[config.mk]
export PLATFORM = sky130hd
export DESIGN_NAME = uart_rx_int_flat
export DESIGN_NICKNAME = d
export VERILOG_FILES = /design/src/rtl/uart_rx_int_pkg.sv /design/src/rtl/uart_rx_int_if.sv /design/src/rtl/uart_rx_sync.sv /design/src/rtl/uart_rx_int.sv /design/src/flat_wrapper.sv
export SDC_FILE = /design/constraint.sdc
export NUM_CORES = 1
export LEC_CHECK = 0
export CAP_MARGIN = 0
export CORE_MARGIN = 2
export CORE_UTILIZATION = 57
export DETAILED_ROUTE_END_ITERATION = 6
export PLACE_DENSITY = 0.78
export SLEW_MARGIN = 5
export SYNTH_ARGS = -nofsm -noshare
export SYNTH_HDL_FRONTEND = slang
export SYNTH_SLANG_ARGS = --single-unit
[constraint.sdc]
create_clock -name clk -period 5.5 [get_ports clk]
set_clock_uncertainty 0.1 [all_clocks]
set_input_delay 1.1 -clock clk [delete_from_list [all_inputs] [get_ports clk]]
set_output_delay 1.1 -clock clk [all_outputs]
set_load 0.005 [all_outputs]
[src/rtl/uart_rx_int_pkg.sv]
// Shared types and constants for the UART receiver slice.
package uart_pkg;

  // Receiver frame-tracking states.
  typedef enum logic [1:0] {
    IDLE  = 2'd0,
    START = 2'd1,
    DATA  = 2'd2,
    STOP  = 2'd3
  } rx_state_e;

  localparam int DATA_BITS = 8;

  // Offset from a bit edge to its centre, used to qualify the start bit.
  function automatic int half_bit(input int clks_per_bit);
    return clks_per_bit / 2;
  endfunction

endpackage

[src/rtl/uart_rx_int_if.sv]
// Byte-level link between the serial receiver and the CPU.
interface uart_rx_int_if;
  import uart_pkg::*;

  logic                 rx_in;
  logic                 read_end;
  logic [DATA_BITS-1:0] rx_byte;
  logic                 int_req;
  logic                 overrun;
  logic                 frame_err;

  // CPU / line side: drives the pin and the ack, consumes byte and flags.
  modport master (
    output rx_in, read_end,
    input  rx_byte, int_req, overrun, frame_err
  );

  // Receiver side.
  modport slave (
    input  rx_in, read_end,
    output rx_byte, int_req, overrun, frame_err
  );
endinterface

[src/rtl/uart_rx_sync.sv]
// Two-flop synchroniser for the asynchronous serial line; resets to idle (1).
module uart_rx_sync (
  input  logic clk,
  input  logic rst,
  input  logic d_i,
  output logic q_o
);
  logic meta_q;
  logic sync_q;

  // Two-stage capture; both stages reset to the line idle level.
  always_ff @(posedge clk) begin
    if (!rst) begin
      meta_q <= 1'b1;
      sync_q <= 1'b1;
    end else begin
      meta_q <= d_i;
      sync_q <= meta_q;
    end
  end

  assign q_o = sync_q;
endmodule

[src/rtl/uart_rx_int.sv]
// 8N1 UART receiver with a one-byte holding register and a level interrupt
// that the CPU clears by pulsing read_end after consuming the byte.
module uart_rx_int
  import uart_pkg::*;
#(
  parameter int CLKS_PER_BIT = 434,
  parameter int CNT_W        = 16
) (
  input  logic          clk,
  input  logic          rst,
  uart_rx_int_if.slave  bus
);
  localparam int HALF_BIT = half_bit(CLKS_PER_BIT);
  localparam logic [CNT_W-1:0] CNT_HALF = CNT_W'(HALF_BIT - 1);
  localparam logic [CNT_W-1:0] CNT_FULL = CNT_W'(CLKS_PER_BIT - 1);
  localparam logic [2:0]       IDX_LAST = 3'(DATA_BITS - 1);

  logic rx_s;

  rx_state_e            state_q, state_d;
  logic [CNT_W-1:0]     cnt_q, cnt_d;
  logic [2:0]           bit_idx_q, bit_idx_d;
  logic [DATA_BITS-1:0] shift_q, shift_d;
  logic [DATA_BITS-1:0] rx_byte_q, rx_byte_d;
  logic                 int_req_q, int_req_d;
  logic                 overrun_q, overrun_d;
  logic                 frame_err_q, frame_err_d;

  uart_rx_sync u_sync (
    .clk (clk),
    .rst (rst),
    .d_i (bus.rx_in),
    .q_o (rx_s)
  );

  // State, counters and all output flags.
  always_ff @(posedge clk) begin
    if (!rst) begin
      state_q     <= IDLE;
      cnt_q       <= '0;
      bit_idx_q   <= '0;
      shift_q     <= '0;
      rx_byte_q   <= '0;
      int_req_q   <= 1'b0;
      overrun_q   <= 1'b0;
      frame_err_q <= 1'b0;
    end else begin
      state_q     <= state_d;
      cnt_q       <= cnt_d;
      bit_idx_q   <= bit_idx_d;
      shift_q     <= shift_d;
      rx_byte_q   <= rx_byte_d;
      int_req_q   <= int_req_d;
      overrun_q   <= overrun_d;
      frame_err_q <= frame_err_d;
    end
  end

  // Frame sequencing; an ack is applied first so a same-cycle good stop
  // sees the holding register as free and its load takes priority.
  always_comb begin
    state_d     = state_q;
    cnt_d       = cnt_q;
    bit_idx_d   = bit_idx_q;
    shift_d     = shift_q;
    rx_byte_d   = rx_byte_q;
    int_req_d   = int_req_q;
    overrun_d   = overrun_q;
    frame_err_d = frame_err_q;

    if (bus.read_end && int_req_q) begin
      int_req_d = 1'b0;
      overrun_d = 1'b0;
    end

    unique case (state_q)
      IDLE: begin
        cnt_d = '0;
        if (!rx_s) state_d = START;
      end
      START: begin
        if (cnt_q == CNT_HALF) begin
          cnt_d     = '0;
          bit_idx_d = '0;
          state_d   = rx_s ? IDLE : DATA;
        end else begin
          cnt_d = cnt_q + 1'b1;
        end
      end
      DATA: begin
        if (cnt_q == CNT_FULL) begin
          cnt_d            = '0;
          shift_d[bit_idx_q] = rx_s;
          if (bit_idx_q == IDX_LAST) state_d = STOP;
          else                       bit_idx_d = bit_idx_q + 1'b1;
        end else begin
          cnt_d = cnt_q + 1'b1;
        end
      end
      STOP: begin
        if (cnt_q == CNT_FULL) begin
          cnt_d   = '0;
          state_d = IDLE;
          if (!rx_s) begin
            frame_err_d = 1'b1;
          end else if (!int_req_d) begin
            rx_byte_d   = shift_q;
            int_req_d   = 1'b1;
            frame_err_d = 1'b0;
          end else begin
            overrun_d = 1'b1;
          end
        end else begin
          cnt_d = cnt_q + 1'b1;
        end
      end
      default: state_d = IDLE;
    endcase
  end

  assign bus.rx_byte   = rx_byte_q;
  assign bus.int_req   = int_req_q;
  assign bus.overrun   = overrun_q;
  assign bus.frame_err = frame_err_q;
endmodule

[src/flat_wrapper.sv]
// flat-port wrapper written by rule: the top's interface ports become plain ports
module uart_rx_int_flat import uart_pkg::*;
#(
  parameter int CLKS_PER_BIT = 434,
  parameter int CNT_W        = 16
)
  (clk, rst, bus_rx_in, bus_read_end, bus_rx_byte, bus_int_req, bus_overrun, bus_frame_err);
  uart_rx_int_if bus_i ();
  input  logic clk;
  input  logic rst;
  input wire logic [$bits(bus_i.rx_in)-1:0] bus_rx_in;
  input wire logic [$bits(bus_i.read_end)-1:0] bus_read_end;
  output wire logic [$bits(bus_i.rx_byte)-1:0] bus_rx_byte;
  output wire logic [$bits(bus_i.int_req)-1:0] bus_int_req;
  output wire logic [$bits(bus_i.overrun)-1:0] bus_overrun;
  output wire logic [$bits(bus_i.frame_err)-1:0] bus_frame_err;
  assign bus_i.rx_in = bus_rx_in;
  assign bus_i.read_end = bus_read_end;
  assign bus_rx_byte = bus_i.rx_byte;
  assign bus_int_req = bus_i.int_req;
  assign bus_overrun = bus_i.overrun;
  assign bus_frame_err = bus_i.frame_err;
  uart_rx_int #(.CLKS_PER_BIT(CLKS_PER_BIT), .CNT_W(CNT_W)) u_core (.clk(clk), .rst(rst), .bus(bus_i));
endmodule
==> metrics.txt <==
highest clock rate 0.294 GHz; post-DP HPWL 2630 µm; CTS resizes 0; yosys warns 0; Max Cap Violations 0; total global-route track usage between 20 and 25%; Root Buffer clkbuf_4; Cells after DPL around 270; total vias in the final route around 1600; GRT overflow 0; clk_lat worst skew between 0.3 and 0.4 ns; global-route wire length before repair roughly 7200 µm; Ports 15; share of flip-flops with an asynchronous set or reset 0%; largest area contributor in the netlist dfxtp_1; total CTS buffers 5; final setup fails 0; Worst Hold Slack 0.321 ns; CP Launch Type input pin; Layout Utilization between 60% and 70%; Clock Tree Buf Depth 2; critical path required time 5.70 ns; # nets final approximately 240; Peak VDD IR slightly below 200 µV; fraction of layout cells with a size suffix above 1 around 7.7%; H-tree Lvls 2; Clock Pin Slew Worst Setup and Hold Paths between 0.1 and 0.15 ns; pwr/cell area between 200 and 250 nW/µm²; crit share post-route between 60 and 70%; min Tclk post-route 3.40 ns; Hold Fails Final Rpt 0; Crit-path slowest cell clkdlybuf4s50_1; worst slew pin tran 0.829 ns; vias in the first global route ~1600; CTS sink count between 40 and 50; Worst Hold Class flip-flop to flip-flop; total wire length 3970 µm; setup bufs post-CTS 0; initial antenna violation count 0; Placed Instance Area roughly 2100 µm²; EDFF count, synth 0; # hold bufs at CTS 0; worst setup path class input pin to flip-flop; outcome completed; P_leak just under 0.7 nW; placer congestion estimate ~0.76; top_reg_cell synth dfxtp_1; Initial Util approximately 60%; Detail Route Antenna Nets 0; Synth Cell Area approximately 2000 µm²; largest net degree at the start of global routing 28; Synth Register Bits 42; Setup crit end kind flip-flop; Slew Limit Fails 0; max incr delay on CP a little over 1 ns; critical path fanouts, max 27; synth-to-layout area growth 11.1%; post-synthesis sequential area ratio 42.0%; ANT cells 0; Post-Synthesis Net Count roughly 230; DRC 0; die height ~63 µm; Slew HR approximately 45%; core area about 3400 µm²; Yosys top cell area share about two fifths; post-route cell area approximately 2200 µm²; DR WL/cell between 10 and 15 µm; Cell Chain, Critical Path clkdlybuf4s50_1 > clkinv_1 > nor4_1 > a31o_2; Final Non-Filler Cells 279; cell count after synthesis approximately 220; crit path DAT between 3 and 4 ns; setup_tns 0 ns; Detailed Routing Iterations Pass 1 4; Syn Area/Cell about 9.0 µm²; library cells used by synthesis 44; Avg Vias per Cell about 5.8; Rows 21; DIE WIDTH roughly 63 µm; CTS tree built; IO Port Bufs 14; top cells by area, synth dfxtp_1 (42%), nor3_1 (5.2%), nand3_1 (5.0%), xnor2_1 (4.8%), nand2_1 (4.1%); DRT iter0 DRCs approximately 150; total die area roughly 4000 µm²; RSZ-0062 raised after global routing no
## flip-flops by register name (all words and copies together), names as in the netlist, named ones only
register / flops
u_core.bit_idx_q: 3
u_core.bus.frame_err: 1
u_core.bus.rx_byte: 8
u_core.u_sync.meta_q: 1
u_core.cnt_q: 16
u_core.bus.int_req: 1
u_core.bus.overrun: 1
u_core.shift_q: 8
u_core.u_sync.q_o: 1
u_core.state_q: 1
## routing by layer
metal,wire [µm],vias to the layer above,global-route usage (%)
li1,-,836,-
met5,0,-,0
met2,1840,38,35.2
met3,175,4,4.46
met1,1900,752,30.6
met4,52,0,9.51
## area by class of cell
type	instances	area, µm²
clock buffers	5	37.5
clock inverters	3	45.0
fillers	321	1140
inverters	6	22.5
multi-input cells	162	1070
flip-flops and latches	42	841
well taps	46	57.6
repair buffers	15	148
## cells by family after synthesis
logic type / synth area share, %
compound gates: 12.3
xor+xnor: 5.68
fa+ha+maj: 3.12
buf+inv: 4.43
flops: 42.0
mux: 3.50
simple gates: 29.0
## per-stage QoR
stage / total power [mW] / setup slack (ns)
after floorplan: 0.322 / 3.24
after global placement: 0.326 / 1.73
after detailed placement: 0.326 / 1.70
after CTS: 0.523 / 2.07
after global routing: 0.534 / 1.84
final: 0.516 / 2.10
## where the power goes
part           switching [mW]  internal (mW)
clock network           0.101         0.0953
registers             0.00132          0.305
logic                 0.00878        0.00417
total                   0.111          0.405
## path summary, 6_finish.rpt
check	slack [ns]	depth (start not counted)	start	to
max	2.10	4	rst	u_core.bus.frame_err$_SDFFE_PN0P_
min	0.32	1	u_core.u_sync.meta_q$_SDFF_PN1_	u_core.u_sync.q_o$_SDFF_PN1_
max reg2reg	3.09	4	u_core.cnt_q[2]$_SDFF_PN0_	u_core.state_q[0]$_SDFFE_PN0P_
min reg2reg	0.32	1	u_core.u_sync.meta_q$_SDFF_PN1_	u_core.u_sync.q_o$_SDFF_PN1_
## cell usage in the layout, fill, tap and decap left out, types with 6 or more instances in the layout
| master | count |
|---|---|
| a21oi_1 | 10 |
| clkdlybuf4s50_1 | 14 |
| dfxtp_1 | 42 |
| mux2i_1 | 7 |
| nand2_1 | 22 |
| nand3_1 | 20 |
| nand4_1 | 8 |
| nor3_1 | 21 |
| nor4_1 | 6 |
| o21ai_0 | 10 |
| xnor2_1 | 11 |
## synthesized netlist by cell type (all sizes together) (6+ instances only)
cell type	count
nand3	20
xnor2	11
nor4	7
o21ai	11
dfxtp	42
mux2i	7
nor3	21
nand2	22
a21oi	10
clkbuf	6
buf	6
nand4	8
## critical path, delay by kind of cell
family | cells | cell delay [ns]
simple gates | 1 | 0.47
buf+inv | 2 | 1.89
compound gates | 1 | 0.14
Note: power is estimated with default switching activity, not from simulation.
